$ cat src/rtl/fetch_ctrl_if.sv
// Fetch controller bundle: control inputs from decode/IMEM and the fetch-side outputs.
// Handshake: fetch_req=1 asks instruction memory for the word at pc; the word is
// taken in any cycle where fetch_req=1 and imem_ready=1, and if_valid marks that
// the taken word is a real instruction for IF/ID (if_valid implies pc advances by 4).
interface fetch_ctrl_if #(
    parameter int N = 32
);
    logic         stall;
    logic         branch_taken;
    logic [N-1:0] branch_target;
    logic         flush;
    logic [N-1:0] flush_pc;
    logic         halt;
    logic         imem_ready;

    logic [N-1:0] pc;
    logic [N-1:0] pc_plus4;
    logic         fetch_req;
    logic         if_valid;
    logic         halted;
    logic [15:0]  redirect_cnt;
    logic [2:0]   dbg_state;

    modport master (
        input  stall, branch_taken, branch_target, flush, flush_pc, halt, imem_ready,
        output pc, pc_plus4, fetch_req, if_valid, halted, redirect_cnt, dbg_state
    );

    modport slave (
        output stall, branch_taken, branch_target, flush, flush_pc, halt, imem_ready,
        input  pc, pc_plus4, fetch_req, if_valid, halted, redirect_cnt, dbg_state
    );
endinterface

$ cat src/rtl/fetch_ctrl.sv
// Fetch-stage PC controller: sequential fetch, branch/flush redirects, memory wait
// with a pending-redirect latch, post-flush bubbles and halt.
module fetch_ctrl #(
    parameter int           N             = 32,
    parameter logic [N-1:0] RESET_PC      = '0,
    parameter int           FLUSH_BUBBLES = 1
) (
    input  logic         clk,
    input  logic         rst_n,
    fetch_ctrl_if.master fc
);
    typedef enum logic [2:0] {
        S_BOOT    = 3'd0,
        S_RUN     = 3'd1,
        S_MEMWAIT = 3'd2,
        S_BUBBLE  = 3'd3,
        S_HALT    = 3'd4
    } state_e;

    localparam logic [2:0]   BUB_LOAD = 3'(FLUSH_BUBBLES);
    localparam logic [N-1:0] FOUR     = {{(N-3){1'b0}}, 3'b100};

    state_e       state_q, state_d;
    logic [N-1:0] pc_q, pc_d;
    logic [2:0]   bub_q, bub_d;
    logic         pend_q, pend_d;
    logic         pend_flush_q, pend_flush_d;
    logic [N-1:0] pend_tgt_q, pend_tgt_d;
    logic [15:0]  rcnt_q, rcnt_d;

    logic         fetch_req, if_valid, halted;
    logic         redir, redir_flush;
    logic [N-1:0] redir_tgt;
    logic         eff_pend, eff_flush;
    logic [N-1:0] eff_tgt;
    logic [N-1:0] pc_plus4;

    // Increment wraps naturally at the register width.
    assign pc_plus4 = pc_q + FOUR;

    // State register; reset discards every in-flight redirect and count.
    always_ff @(posedge clk or negedge rst_n) begin
        if (!rst_n) begin
            state_q      <= S_BOOT;
            pc_q         <= RESET_PC;
            bub_q        <= '0;
            pend_q       <= 1'b0;
            pend_flush_q <= 1'b0;
            pend_tgt_q   <= '0;
            rcnt_q       <= '0;
        end else begin
            state_q      <= state_d;
            pc_q         <= pc_d;
            bub_q        <= bub_d;
            pend_q       <= pend_d;
            pend_flush_q <= pend_flush_d;
            pend_tgt_q   <= pend_tgt_d;
            rcnt_q       <= rcnt_d;
        end
    end

    // Next-state and output decode; every redirect funnels through one common path.
    always_comb begin
        state_d      = state_q;
        pc_d         = pc_q;
        bub_d        = bub_q;
        pend_d       = pend_q;
        pend_flush_d = pend_flush_q;
        pend_tgt_d   = pend_tgt_q;
        rcnt_d       = rcnt_q;
        fetch_req    = 1'b0;
        if_valid     = 1'b0;
        halted       = 1'b0;
        redir        = 1'b0;
        redir_flush  = 1'b0;
        redir_tgt    = pc_q;
        eff_pend     = pend_q;
        eff_flush    = pend_flush_q;
        eff_tgt      = pend_tgt_q;

        case (state_q)
            S_BOOT: begin
                state_d = S_RUN;
                pc_d    = RESET_PC;
            end
            S_RUN: begin
                fetch_req = 1'b1;
                if (fc.flush) begin
                    redir = 1'b1; redir_flush = 1'b1; redir_tgt = fc.flush_pc;
                end else if (fc.branch_taken) begin
                    redir = 1'b1; redir_tgt = fc.branch_target;
                end else if (fc.halt) begin
                    state_d = S_HALT;
                end else if (fc.stall) begin
                    state_d = S_RUN;
                end else if (!fc.imem_ready) begin
                    state_d = S_MEMWAIT;
                end else begin
                    if_valid = 1'b1;
                    pc_d     = pc_plus4;
                end
            end
            S_MEMWAIT: begin
                fetch_req = 1'b1;
                // A flush always wins; a branch never displaces a pending flush.
                if (fc.flush) begin
                    eff_pend = 1'b1; eff_flush = 1'b1; eff_tgt = fc.flush_pc;
                end else if (fc.branch_taken && !(pend_q && pend_flush_q)) begin
                    eff_pend = 1'b1; eff_flush = 1'b0; eff_tgt = fc.branch_target;
                end
                if (fc.imem_ready) begin
                    pend_d       = 1'b0;
                    pend_flush_d = 1'b0;
                    pend_tgt_d   = '0;
                    if (eff_pend) begin
                        redir = 1'b1; redir_flush = eff_flush; redir_tgt = eff_tgt;
                    end else begin
                        state_d = S_RUN;
                        if (!fc.stall) begin
                            if_valid = 1'b1;
                            pc_d     = pc_plus4;
                        end
                    end
                end else begin
                    pend_d       = eff_pend;
                    pend_flush_d = eff_flush;
                    pend_tgt_d   = eff_tgt;
                end
            end
            S_BUBBLE: begin
                if (fc.flush) begin
                    redir = 1'b1; redir_flush = 1'b1; redir_tgt = fc.flush_pc;
                end else if (bub_q <= 3'd1) begin
                    state_d = S_RUN;
                    bub_d   = '0;
                end else begin
                    bub_d = bub_q - 3'd1;
                end
            end
            S_HALT: begin
                halted = 1'b1;
                if (fc.flush) begin
                    redir = 1'b1; redir_flush = 1'b1; redir_tgt = fc.flush_pc;
                end
            end
            default: state_d = S_BOOT;
        endcase

        if (redir) begin
            pc_d = redir_tgt;
            if (redir_flush && (FLUSH_BUBBLES > 0)) begin
                state_d = S_BUBBLE;
                bub_d   = BUB_LOAD;
            end else begin
                state_d = S_RUN;
                bub_d   = '0;
            end
            if (rcnt_q != 16'hFFFF) rcnt_d = rcnt_q + 16'd1;
        end
    end

    assign fc.pc           = pc_q;
    assign fc.pc_plus4     = pc_plus4;
    assign fc.fetch_req    = fetch_req;
    assign fc.if_valid     = if_valid;
    assign fc.halted       = halted;
    assign fc.redirect_cnt = rcnt_q;
    assign fc.dbg_state    = state_q;
endmodule

$ cat src/flat_wrapper.sv
// flat-port wrapper written by rule: the top's interface ports become plain ports
module fetch_ctrl_flat 
#(
    parameter int           N             = 32,
    parameter logic [N-1:0] RESET_PC      = '0,
    parameter int           FLUSH_BUBBLES = 1
)
  (clk, rst_n, fc_stall, fc_branch_taken, fc_branch_target, fc_flush, fc_flush_pc, fc_halt, fc_imem_ready, fc_pc, fc_pc_plus4, fc_fetch_req, fc_if_valid, fc_halted, fc_redirect_cnt, fc_dbg_state);
  fetch_ctrl_if #(.N(N)) fc_i ();
  input  logic clk;
  input  logic rst_n;
  input wire logic [$bits(fc_i.stall)-1:0] fc_stall;
  input wire logic [$bits(fc_i.branch_taken)-1:0] fc_branch_taken;
  input wire logic [$bits(fc_i.branch_target)-1:0] fc_branch_target;
  input wire logic [$bits(fc_i.flush)-1:0] fc_flush;
  input wire logic [$bits(fc_i.flush_pc)-1:0] fc_flush_pc;
  input wire logic [$bits(fc_i.halt)-1:0] fc_halt;
  input wire logic [$bits(fc_i.imem_ready)-1:0] fc_imem_ready;
  output wire logic [$bits(fc_i.pc)-1:0] fc_pc;
  output wire logic [$bits(fc_i.pc_plus4)-1:0] fc_pc_plus4;
  output wire logic [$bits(fc_i.fetch_req)-1:0] fc_fetch_req;
  output wire logic [$bits(fc_i.if_valid)-1:0] fc_if_valid;
  output wire logic [$bits(fc_i.halted)-1:0] fc_halted;
  output wire logic [$bits(fc_i.redirect_cnt)-1:0] fc_redirect_cnt;
  output wire logic [$bits(fc_i.dbg_state)-1:0] fc_dbg_state;
  assign fc_i.stall = fc_stall;
  assign fc_i.branch_taken = fc_branch_taken;
  assign fc_i.branch_target = fc_branch_target;
  assign fc_i.flush = fc_flush;
  assign fc_i.flush_pc = fc_flush_pc;
  assign fc_i.halt = fc_halt;
  assign fc_i.imem_ready = fc_imem_ready;
  assign fc_pc = fc_i.pc;
  assign fc_pc_plus4 = fc_i.pc_plus4;
  assign fc_fetch_req = fc_i.fetch_req;
  assign fc_if_valid = fc_i.if_valid;
  assign fc_halted = fc_i.halted;
  assign fc_redirect_cnt = fc_i.redirect_cnt;
  assign fc_dbg_state = fc_i.dbg_state;
  fetch_ctrl #(.N(N), .RESET_PC(RESET_PC), .FLUSH_BUBBLES(FLUSH_BUBBLES)) u_core (.clk(clk), .rst_n(rst_n), .fc(fc_i));
endmodule
$ cat config.mk
export PLATFORM = sky130hd
export DESIGN_NAME = fetch_ctrl_flat
export DESIGN_NICKNAME = d
export VERILOG_FILES = /design/src/rtl/fetch_ctrl_if.sv /design/src/rtl/fetch_ctrl.sv /design/src/flat_wrapper.sv
export SDC_FILE = /design/constraint.sdc
export NUM_CORES = 1
export LEC_CHECK = 0
export ABC_AREA = 1
export CORE_MARGIN = 8
export CORE_UTILIZATION = 41
export CTS_BUF_LIST = sky130_fd_sc_hd__clkbuf_4
export DETAILED_ROUTE_END_ITERATION = 6
export HOLD_SLACK_MARGIN = 0.06
export PLACE_DENSITY = 0.67
export SLEW_MARGIN = 5
export SYNTH_ARGS = -nofsm -noshare
export SYNTH_HDL_FRONTEND = slang
export SYNTH_SLANG_ARGS = --single-unit
$ cat constraint.sdc
create_clock -name clk -period 2.5 [get_ports clk]
set_input_delay 0.25 -clock clk [delete_from_list [all_inputs] [get_ports clk]]
set_output_delay 0.25 -clock clk [all_outputs]
set_load 0.05 [all_outputs]
==> results.sh, run 1 <==
export IMPL_grt_ovfl_total=0
export IMPL_final_util_pct=54.6
export IMPL_core_um2=16600
export IMPL_ys_ff_latch=88
export IMPL_start_util_pct=42.0
export IMPL_syn_area_um2=6980
export IMPL_clkTransAtPathRegs_ps=140
export IMPL_final_cell_area_um2=9080
export IMPL_clock_sinks=88
export IMPL_cts_buffer_depth=2
export IMPL_synth_edf_count=0
export IMPL_synth_distinct_cells=34
export IMPL_fmax_ghz=0.416
export IMPL_cts_root_buf="clkbuf_4"
export IMPL_fp_row_count=47
export IMPL_grt_pass1_vias=7251
export IMPL_critPathKind="reg -> out"
export IMPL_ant_nets=0
export IMPL_finalHoldViolations=0
export IMPL_holdWs_ps=287
export IMPL_p_per_area_nw_per_um2=1350
export IMPL_period_minus_slack_ps=2400
export IMPL_drc=0
export IMPL_syn_area_per_cell_um2=5.85
export IMPL_worst_pin_slew_ps=559
export IMPL_slew_headroom_pct=62.7
export IMPL_grt_usage_pct=21.5
export IMPL_dr_total_vias=7873
export IMPL_worstPathArrival_ps=2150
export IMPL_path_max_fanout=6
export IMPL_slew_viol_final=0
export IMPL_worst_r2r_setup_slack_ps=350
export IMPL_syn_nets=1269
export IMPL_antenna_found_initial=1
export IMPL_netlist_instances=1194
export IMPL_cts_buffers=9
export IMPL_grt_pass1_wl_mm=37.8
export IMPL_first_pass_iters=6
export IMPL_fin_skew_ps=15.5
export IMPL_grt_start_max_net_pins=57
export IMPL_preCtsSetupSlack_ps=337
export IMPL_synth_main_ff_cell="dfrtp_1"
export IMPL_nets=1406
export IMPL_outcome="finished clean"
export IMPL_netlist_area_leader_share_pct=31.5
export IMPL_portBuffers=156
export IMPL_synth_top_area_cell="dfrtp_1"
export IMPL_worstSetupStartpointType="register"
export IMPL_synth_top_cells_by_area="dfrtp_1, nand2_1, nand3_1, inv_1, nor2_1"
export IMPL_r2r_cells=10
export IMPL_ir_drop_mv=0.651
export IMPL_tritoncts="yes"
export IMPL_async_flop_share_pct=100
export IMPL_end_kind="output port"
export IMPL_wirelength_mm=23.4
export IMPL_drtIter0Drc=743
export IMPL_worst_slack_ps=95.2
export IMPL_fp_dieH_um=147
export IMPL_drive_gt1_share_pct=7.87
export IMPL_hp_class="in -> async"
export IMPL_boundaryPins=157
export IMPL_htreeDepth=3
export IMPL_via_per_inst=5.06
export IMPL_synth_warnings=0
export IMPL_wire_per_inst_um=15.0
export IMPL_syn_to_final_growth_pct=30.1
export IMPL_setup_viol=0
export IMPL_timing_rr_end="u_core.fc.redirect_cnt[15]"
export IMPL_place_area_um2=8880
export IMPL_dp_hpwl_mm=17.5
export IMPL_insertion_delay_ps=460
export IMPL_yosysSeqAreaShare_pct=31.5
export IMPL_die_w_um=147
export IMPL_rr_startpoint="u_core.fc.redirect_cnt[0]"
export IMPL_gp_congestion=0.914
export IMPL_timing_setup_tns_ps=0
export IMPL_dieArea_um2=21500
export IMPL_drv_cap=0
export IMPL_p_leak_nw=4.60
export IMPL_required_ps=2250
export IMPL_period_share_pct=96.2
-- cell usage in the layout (no fill, tap or decap), types with 3 or more instances in the layout --
cell type and count:
nand2_1 535, inv_1 126, clkdlybuf4s50_1 123, nand3_1 106
nor2_1 103, dfrtp_1 83, o21ai_0 46, buf_4 40
o22ai_1 30, buf_12 17, a21oi_1 15, nand3b_1 14
o21ai_1 11, clkbuf_4 11, xor2_1 10, inv_2 9
xor2_2 5, nor3_1 5, dfrtp_2 5, nor2_2 4
o21bai_1 3, nand4_1 3, ha_1 3
-- report_power, final --
group	switching [mW]	internal (mW)	total, mW
Combinational	5.85	2.90	8.75
Clock	0.491	0.318	0.810
Sequential	0.619	2.06	2.68
Total	6.96	5.29	12.2
-- layout make-up --
type,instances,area (um2)
Tap cell,220,275
Antenna cell,1,2.50
Fill cell,1714,7560
Sequential cell,88,2210
Inverter,136,513
Clock buffer,11,82.6
Timing Repair Buffer,183,1900
Multi-Input combinational cell,913,4060
Clock inverter,4,46.3
-- registers in the layout (all words and copies together) (netlist names) --
signal / count
u_core.pend_tgt_q: 32
u_core.pend_q: 1
u_core.fc.dbg_state: 3
u_core.fc.redirect_cnt: 16
u_core.bub_q: 3
u_core.fc.pc: 32
u_core.pend_flush_q: 1
-- worst max-delay path, cell delays in order, from the launching register on --
cell	delay, ps
dfrtp_1	490
nand2_1	110
nor2_1	250
nand2_1	160
nor2_2	200
nand3b_1	100
nand2_1	150
buf_4	220
-- cell families after synthesis --
family,Yosys count,synth area share [%]
AND/OR/NAND/NOR,781,45.2
AO/OA/AOI/OAI,110,8.76
XOR/XNOR,18,2.26
adder cells (fa/ha/maj),4,0.717
buffers and inverters,193,11.5
flip-flops,88,31.5
-- layer usage --
metal | vias to the layer above | GRT usage (%) | part of all wire (%)
met5 | - | 0 | 0
met1 | 3574 | 30.2 | 47
met3 | 26 | 5.01 | 7.9
met2 | 279 | 32.0 | 44
met4 | 0 | 6.80 | 1.5
li1 | 3994 | - | -
-- metrics by stage --
step                      total power [mW]  std cells
after floorplan                       8.54       1194
after CTS                             12.2       1555
final                                 12.2       1556
after detailed placement              11.4       1537
after global placement                11.3       1537
after global routing                  13.2       1556
-- worst max path at each step --
stage	slack, ps	endpoint	start	cells after the start
2_1_floorplan	-20	fc_if_valid	u_core.fc.dbg_state[1]	6
3_5_place_dp	340	fc_pc_plus4[18]	u_core.fc.pc[2]	7
6_report	100	fc_pc_plus4[31]	u_core.fc.pc[10]	7
4_1_cts	1	fc_pc_plus4[17]	u_core.fc.pc[4]	6
3_3_place_gp	370	u_core.fc.redirect_cnt[15]	u_core.fc.redirect_cnt[0]	10
5_1_grt	-40	fc_pc_plus4[22]	u_core.fc.pc[2]	9
-- what timing repair did --
item	in CTS	in global routing
setup buffers	2	0
endpoints found under the setup margin	8	12
endpoints found under the hold margin	32	0
gates resized for setup	6	12
hold buffers	1	0
-- cell usage after synthesis, drive strengths merged (2+ instances only) --
cell type	n
nor3	5
nand2	537
o21ai	57
nand4	3
nor2	109
ha	4
clkbuf	20
dfrtp	88
nand3b	14
inv	136
buf	37
or2	2
o21bai	3
o22ai	30
xor2	15
a21oi	16
nand3	108
xnor2	3
and2	2
Power figures use the tool's default switching activity.
==> inputs of run 2 (changes only) <==
--- a/config.mk
+++ b/config.mk
@@ -10,8 +10,9 @@
 export CORE_UTILIZATION = 41
 export CTS_BUF_LIST = sky130_fd_sc_hd__clkbuf_4
 export DETAILED_ROUTE_END_ITERATION = 6
+export DONT_BUFFER_PORTS = 1
+export GPL_ROUTABILITY_DRIVEN = 0
 export HOLD_SLACK_MARGIN = 0.06
-export PLACE_DENSITY = 0.67
 export SLEW_MARGIN = 5
 export SYNTH_ARGS = -nofsm -noshare
 export SYNTH_HDL_FRONTEND = slang
==> run 2 against run 1 <==
Net effect: core utilization shrank 3.0 points; first-iteration DRC count fell by 8.7%; count of clock-buffer cells in the layout fell by 2; non-clock buffer count shrank 29; register-to-register slack worse by 110 ps; clock skew grew 5.4 ps; combinational power shrank 4.3%; die area did not move; flip-flop and latch count stayed put; global-route usage is 0.76 points higher; maximum frequency is 0.48% higher; critical path depth unchanged.
==> results.sh, run 2 (synthesis results as in run 1) <==
export IMPL_hp_class="in -> reg"
export IMPL_slew_headroom_pct=39.6
export IMPL_worstSetupStartpointType="register"
export IMPL_dr_total_vias=7841
export IMPL_die_w_um=147
export IMPL_worstPathArrival_ps=2140
export IMPL_core_um2=16600
export IMPL_clkTransAtPathRegs_ps=150
export IMPL_via_per_inst=5.13
export IMPL_grt_usage_pct=22.3
export IMPL_crit_path_top_delay_cell="dfrtp_1"
export IMPL_critPathMaxStageDelay_ps=420
export IMPL_holdWs_ps=109
export IMPL_numPlacedInstances=1452
export IMPL_critPathKind="reg -> out"
export IMPL_drtIter0Drc=678
export IMPL_path_max_fanout=7
export IMPL_ant_nets=0
export IMPL_preCtsSetupSlack_ps=381
export IMPL_cts_buffers=9
export IMPL_period_minus_slack_ps=2390
export IMPL_worst_slack_ps=107
export IMPL_drv_cap=0
export IMPL_multi_input_area_um2=4090
export IMPL_first_pass_iters=5
export IMPL_stdcell_count=1528
export IMPL_fp_row_count=47
export IMPL_fill_cells=1735
export IMPL_nets=1377
export IMPL_drc=0
export IMPL_wire_per_inst_um=15.7
export IMPL_boundaryPins=157
export IMPL_grt_pass1_wl_mm=39.2
export IMPL_required_ps=2250
export IMPL_final_util_pct=51.6
export IMPL_worst_path_dominant_cell_family="buffers and inverters"
export IMPL_fin_skew_ps=20.9
export IMPL_fp_dieH_um=147
export IMPL_worst_pin_slew_ps=906
export IMPL_cp_startpoint="u_core.fc.pc[2]"
export IMPL_fmax_ghz=0.418
export IMPL_final_cell_mix="nand2_1, inv_1, nand3_1"
export IMPL_clock_sinks=88
export IMPL_finalHoldViolations=0
export IMPL_dieArea_um2=21500
export IMPL_wirelength_mm=24.0
export IMPL_grt_start_max_net_pins=89
export IMPL_htreeDepth=3
export IMPL_syn_to_final_growth_pct=22.9
export IMPL_worstPathCellList="buf_4 -> nand3_2 -> inv_2 -> nand2_1 -> nor2_1 -> xor2_2 -> buf_6"
export IMPL_ir_drop_mv=0.778
export IMPL_hp_start="fc_branch_target[3]"
export IMPL_outcome="finished clean"
export IMPL_portBuffers=0
export IMPL_p_per_area_nw_per_um2=1360
export IMPL_period_share_pct=95.7
export IMPL_dp_hpwl_mm=16.9
export IMPL_cts_root_buf="clkbuf_4"
export IMPL_cts_buffer_depth=2
export IMPL_slew_viol_final=0
export IMPL_grt_pass1_vias=7506
export IMPL_crit_buf_inv=3
export IMPL_mostFrequentLayoutCell="nand2_1"
export IMPL_grt_ovfl_total=0
export IMPL_antenna_found_initial=1
export IMPL_drive_gt1_share_pct=11.2
export IMPL_rr_startpoint="u_core.pend_q"
export IMPL_start_util_pct=42.0
export IMPL_setup_viol=0
export IMPL_p_leak_nw=4.52
export IMPL_tritoncts="yes"
export IMPL_timing_setup_tns_ps=0
export IMPL_insertion_delay_ps=470
export IMPL_end_kind="output port"
export IMPL_seq_area_um2=2200
-- run 2: cell types whose count changed in the layout (fill, tap and decap cells not counted), moves of 3 or more --
cell and change:
nor2_1 -3, buf_4 +49, buf_6 +3, dfrtp_1 +4, dlygate4sd3_1 +54, clkinv_2 +3, buf_12 -11, dfrtp_2 -4
clkdlybuf4s50_1 -123
-- run 2: final cells by class --
cell class	instances	share of cell area (%)
Antenna cell	1	0.0291
Clock buffer	9	0.787
Clock inverter	7	0.452
Inverter	136	5.97
Multi-Input combinational cell	913	47.6
Sequential cell	88	25.7
Tap cell	220	3.21
Timing Repair Buffer	154	16.3
-- run 2: timing repair --
item	CTS	global route
setup endpoints to repair	5	17
gates resized for setup	3	17
buffers inserted	0	2
endpoints found under the hold margin	127	0
hold buffers	57	0
-- run 2: worst paths after layout --
kind / to / slack (ps) / cells after the start
worst min-delay path: u_core.pend_tgt_q[3] / 110 / 4
worst max-delay path: fc_pc_plus4[17] / 110 / 7
max in group asynchronous: u_core.pend_tgt_q[24] / 1760 / 2
min in group asynchronous: u_core.fc.pc[0] / 360 / 2
worst min register to register: u_core.fc.pc[22] / 500 / 2
worst max register to register: u_core.fc.pc[10] / 240 / 10
-- run 2: metrics by stage --
| stage | area, um2 | total power, mW |
|---|---|---|
| after global placement | 7780 | 10.7 |
| after global routing | 8590 | 12.7 |
| final | 8590 | 11.7 |
| after floorplan | 7010 | 8.54 |
| after CTS | 8500 | 11.6 |
| after detailed placement | 7780 | 10.7 |
-- run 2: worst min-delay path: cells and delay by family --
family | cells | cell delay [ps]
and+or+nand+nor | 2 | 150
AOI/OAI and AO/OA | 2 | 150
-- run 2: where the power goes --
part / total, mW / switching [mW] / internal (mW)
sequential: 2.61 / 0.557 / 2.05
clock: 0.702 / 0.508 / 0.194
combinational: 8.37 / 5.88 / 2.49
total: 11.7 / 6.95 / 4.73
-- run 2: layer usage --
layer	vias up	track usage, %	share of wire [%]
met1	3569	30.0	46
met3	41	6.30	9.3
met4	0	7.78	2.1
met5	-	0	0
met2	301	33.4	43
li1	3930	-	-
==> inputs of run 3 (changes only) <==
--- a/config.mk
+++ b/config.mk
@@ -6,6 +6,7 @@
 export NUM_CORES = 1
 export LEC_CHECK = 0
 export ABC_AREA = 1
+export CORE_ASPECT_RATIO = 1.2
 export CORE_MARGIN = 8
 export CORE_UTILIZATION = 41
 export CTS_BUF_LIST = sky130_fd_sc_hd__clkbuf_4
==> run 3 against run 2 <==
Net effect: worst hold slack got worse by 19 ps; global-route usage down 0.12 points; critical path type unchanged; sequential power is 3% higher; via count shrank 2.1%.
==> results.sh, run 3 (synthesis results as in run 1) <==
export IMPL_outcome="finished clean"
export IMPL_nets=1360
export IMPL_slew_viol_final=0
export IMPL_rr_startpoint="u_core.fc.dbg_state[0]"
export IMPL_crit_path_top_delay_cell="dfrtp_1"
export IMPL_end_kind="output port"
export IMPL_die_w_um=135
export IMPL_worst_path_dominant_cell_family="simple AND/OR/NAND/NOR gates"
export IMPL_core_um2=16800
export IMPL_mostFrequentLayoutCell="nand2_1"
export IMPL_seq_area_um2=2200
export IMPL_routed_wl_met3_mm=1.84
export IMPL_highest_layer="met4"
export IMPL_preCtsSetupSlack_ps=516
export IMPL_hold_depth=4
export IMPL_dr_total_vias=7673
export IMPL_grt_pass1_wl_mm=38.4
export IMPL_insertion_delay_ps=470
export IMPL_worstPathArrival_ps=2130
export IMPL_ant_nets=0
export IMPL_via_per_inst=5.09
export IMPL_crit_buf_inv=2
export IMPL_antenna_found_initial=1
export IMPL_cts_buffer_depth=2
export IMPL_drtIter0Drc=570
export IMPL_hp_start="fc_branch_target[9]"
export IMPL_fp_row_count=52
export IMPL_slew_headroom_pct=23.0
export IMPL_worst_pin_slew_ps=1150
export IMPL_portBuffers=0
export IMPL_fmax_ghz=0.421
export IMPL_worstSetupStartpointType="register"
export IMPL_tritoncts="yes"
export IMPL_fp_dieH_um=159
export IMPL_total_power_mw=11.8
export IMPL_drive_gt1_share_pct=10.7
export IMPL_clkTransAtPathRegs_ps=150
export IMPL_r2r_cells=7
export IMPL_grt_pass1_vias=7292
export IMPL_multi_input_area_um2=4050
export IMPL_critPathKind="reg -> out"
export IMPL_fill_cells=1780
export IMPL_fin_skew_ps=28.5
export IMPL_place_area_um2=7770
export IMPL_finalHoldViolations=0
export IMPL_htreeDepth=3
export IMPL_ir_drop_mv=0.772
export IMPL_final_util_pct=50.3
export IMPL_worstPathCellList="ha_1 -> nand3_1 -> inv_1 -> nand2_1 -> nor2_4 -> xor2_2 -> buf_12"
export IMPL_drc=0
export IMPL_final_cell_mix="nand2_1, inv_1, nand3_1"
export IMPL_grt_start_max_net_pins=89
export IMPL_wirelength_mm=23.9
export IMPL_final_cell_area_um2=8440
export IMPL_timing_setup_tns_ps=0
export IMPL_met1_length_mm=10.4
export IMPL_grt_usage_pct=22.2
export IMPL_worst_slack_ps=123
export IMPL_cts_root_buf="clkbuf_4"
export IMPL_wire_per_inst_um=15.9
export IMPL_grt_ovfl_total=0
export IMPL_period_share_pct=95.1
export IMPL_dp_hpwl_mm=16.8
export IMPL_boundaryPins=157
export IMPL_setup_viol=0
export IMPL_required_ps=2250
export IMPL_syn_to_final_growth_pct=20.9
export IMPL_p_per_area_nw_per_um2=1400
export IMPL_timing_rr_end="u_core.pend_tgt_q[6]"
export IMPL_dieArea_um2=21500
export IMPL_cts_buffers=9
export IMPL_p_leak_nw=4.48
export IMPL_critPathMaxStageDelay_ps=430
export IMPL_worst_r2r_setup_slack_ps=200
export IMPL_drv_cap=0
export IMPL_start_util_pct=41.6
export IMPL_period_minus_slack_ps=2380
export IMPL_routed_wl_met2_mm=11.3
export IMPL_first_pass_iters=5
export IMPL_hp_class="in -> reg"
export IMPL_path_max_fanout=4
export IMPL_holdPathEnd="u_core.pend_tgt_q[9]"
export IMPL_clock_sinks=88
[run 3: changes by cell type in the layout (fill, tap and decap cells not counted), moves of 2 or more]
cell	change
clkinv_2	-3
buf_12	+2
clkbuf_4	+2
nor2_2	+2
buf_4	-5
dlygate4sd3_1	-14
nor2_4	-2
[run 3: final cells by class]
cell class | instances | share of cell area, %
inverter | 136 | 6.08
timing repair buffer | 137 | 15.0
sequential | 88 | 26.1
tap | 216 | 3.20
clock buffer | 11 | 0.978
clock inverter | 5 | 0.682
antenna | 1 | 0.0296
multi-input combinational | 913 | 48.0
[run 3: worst register-to-register path, stage by stage (launching register included)]
cell           delay, ps
dfrtp_1              470
inv_2                100
nand2_1              100
nor2_4               140
buf_4                550
nand2_1              200
o22ai_1              130
dlygate4sd3_1        560
[run 3: repair_timing]
action                                 in CTS  in global routing
setup endpoints to repair                   0                 11
buffers inserted                            0                  2
hold buffers                               44                  0
endpoints found under the hold margin     127                  0
gates resized for setup                     0                 12
[run 3: how the worst max path moves through the flow]
stage,cells past startpoint,start,slack (ps),to
after floorplan,6,u_core.fc.dbg_state[1],-20,fc_if_valid
after global placement,10,u_core.fc.dbg_state[0],550,u_core.fc.pc[16]
after detailed placement,9,u_core.fc.dbg_state[0],520,u_core.fc.dbg_state[0]
after CTS,7,u_core.fc.pc[3],30,fc_pc_plus4[18]
after global routing,7,u_core.fc.pc[3],-10,fc_pc_plus4[18]
final,7,u_core.fc.pc[3],120,fc_pc_plus4[18]
[run 3: metrics by stage]
stage,hold WS [ps],cells
2_1_floorplan,-45.6,1194
3_3_place_gp,-40.5,1444
3_5_place_dp,-40.3,1444
4_1_cts,60.4,1504
5_1_grt,81.1,1507
6_report,89.5,1507
[run 3: power breakdown]
group / internal [mW] / total, mW / switching (mW) / leakage [nW]
combinational: 2.46 / 8.26 / 5.80 / 3.28
clock: 0.326 / 0.862 / 0.536 / 0.0707
sequential: 2.05 / 2.68 / 0.631 / 1.14
total: 4.84 / 11.8 / 6.97 / 4.48
[run 3: metal layers]
metal / vias to the layer above / track usage, %
met3: 29 / 4.89
met1: 3500 / 28.5
met4: 0 / 7.08
met5: - / 0
met2: 248 / 35.9
li1: 3896 / -
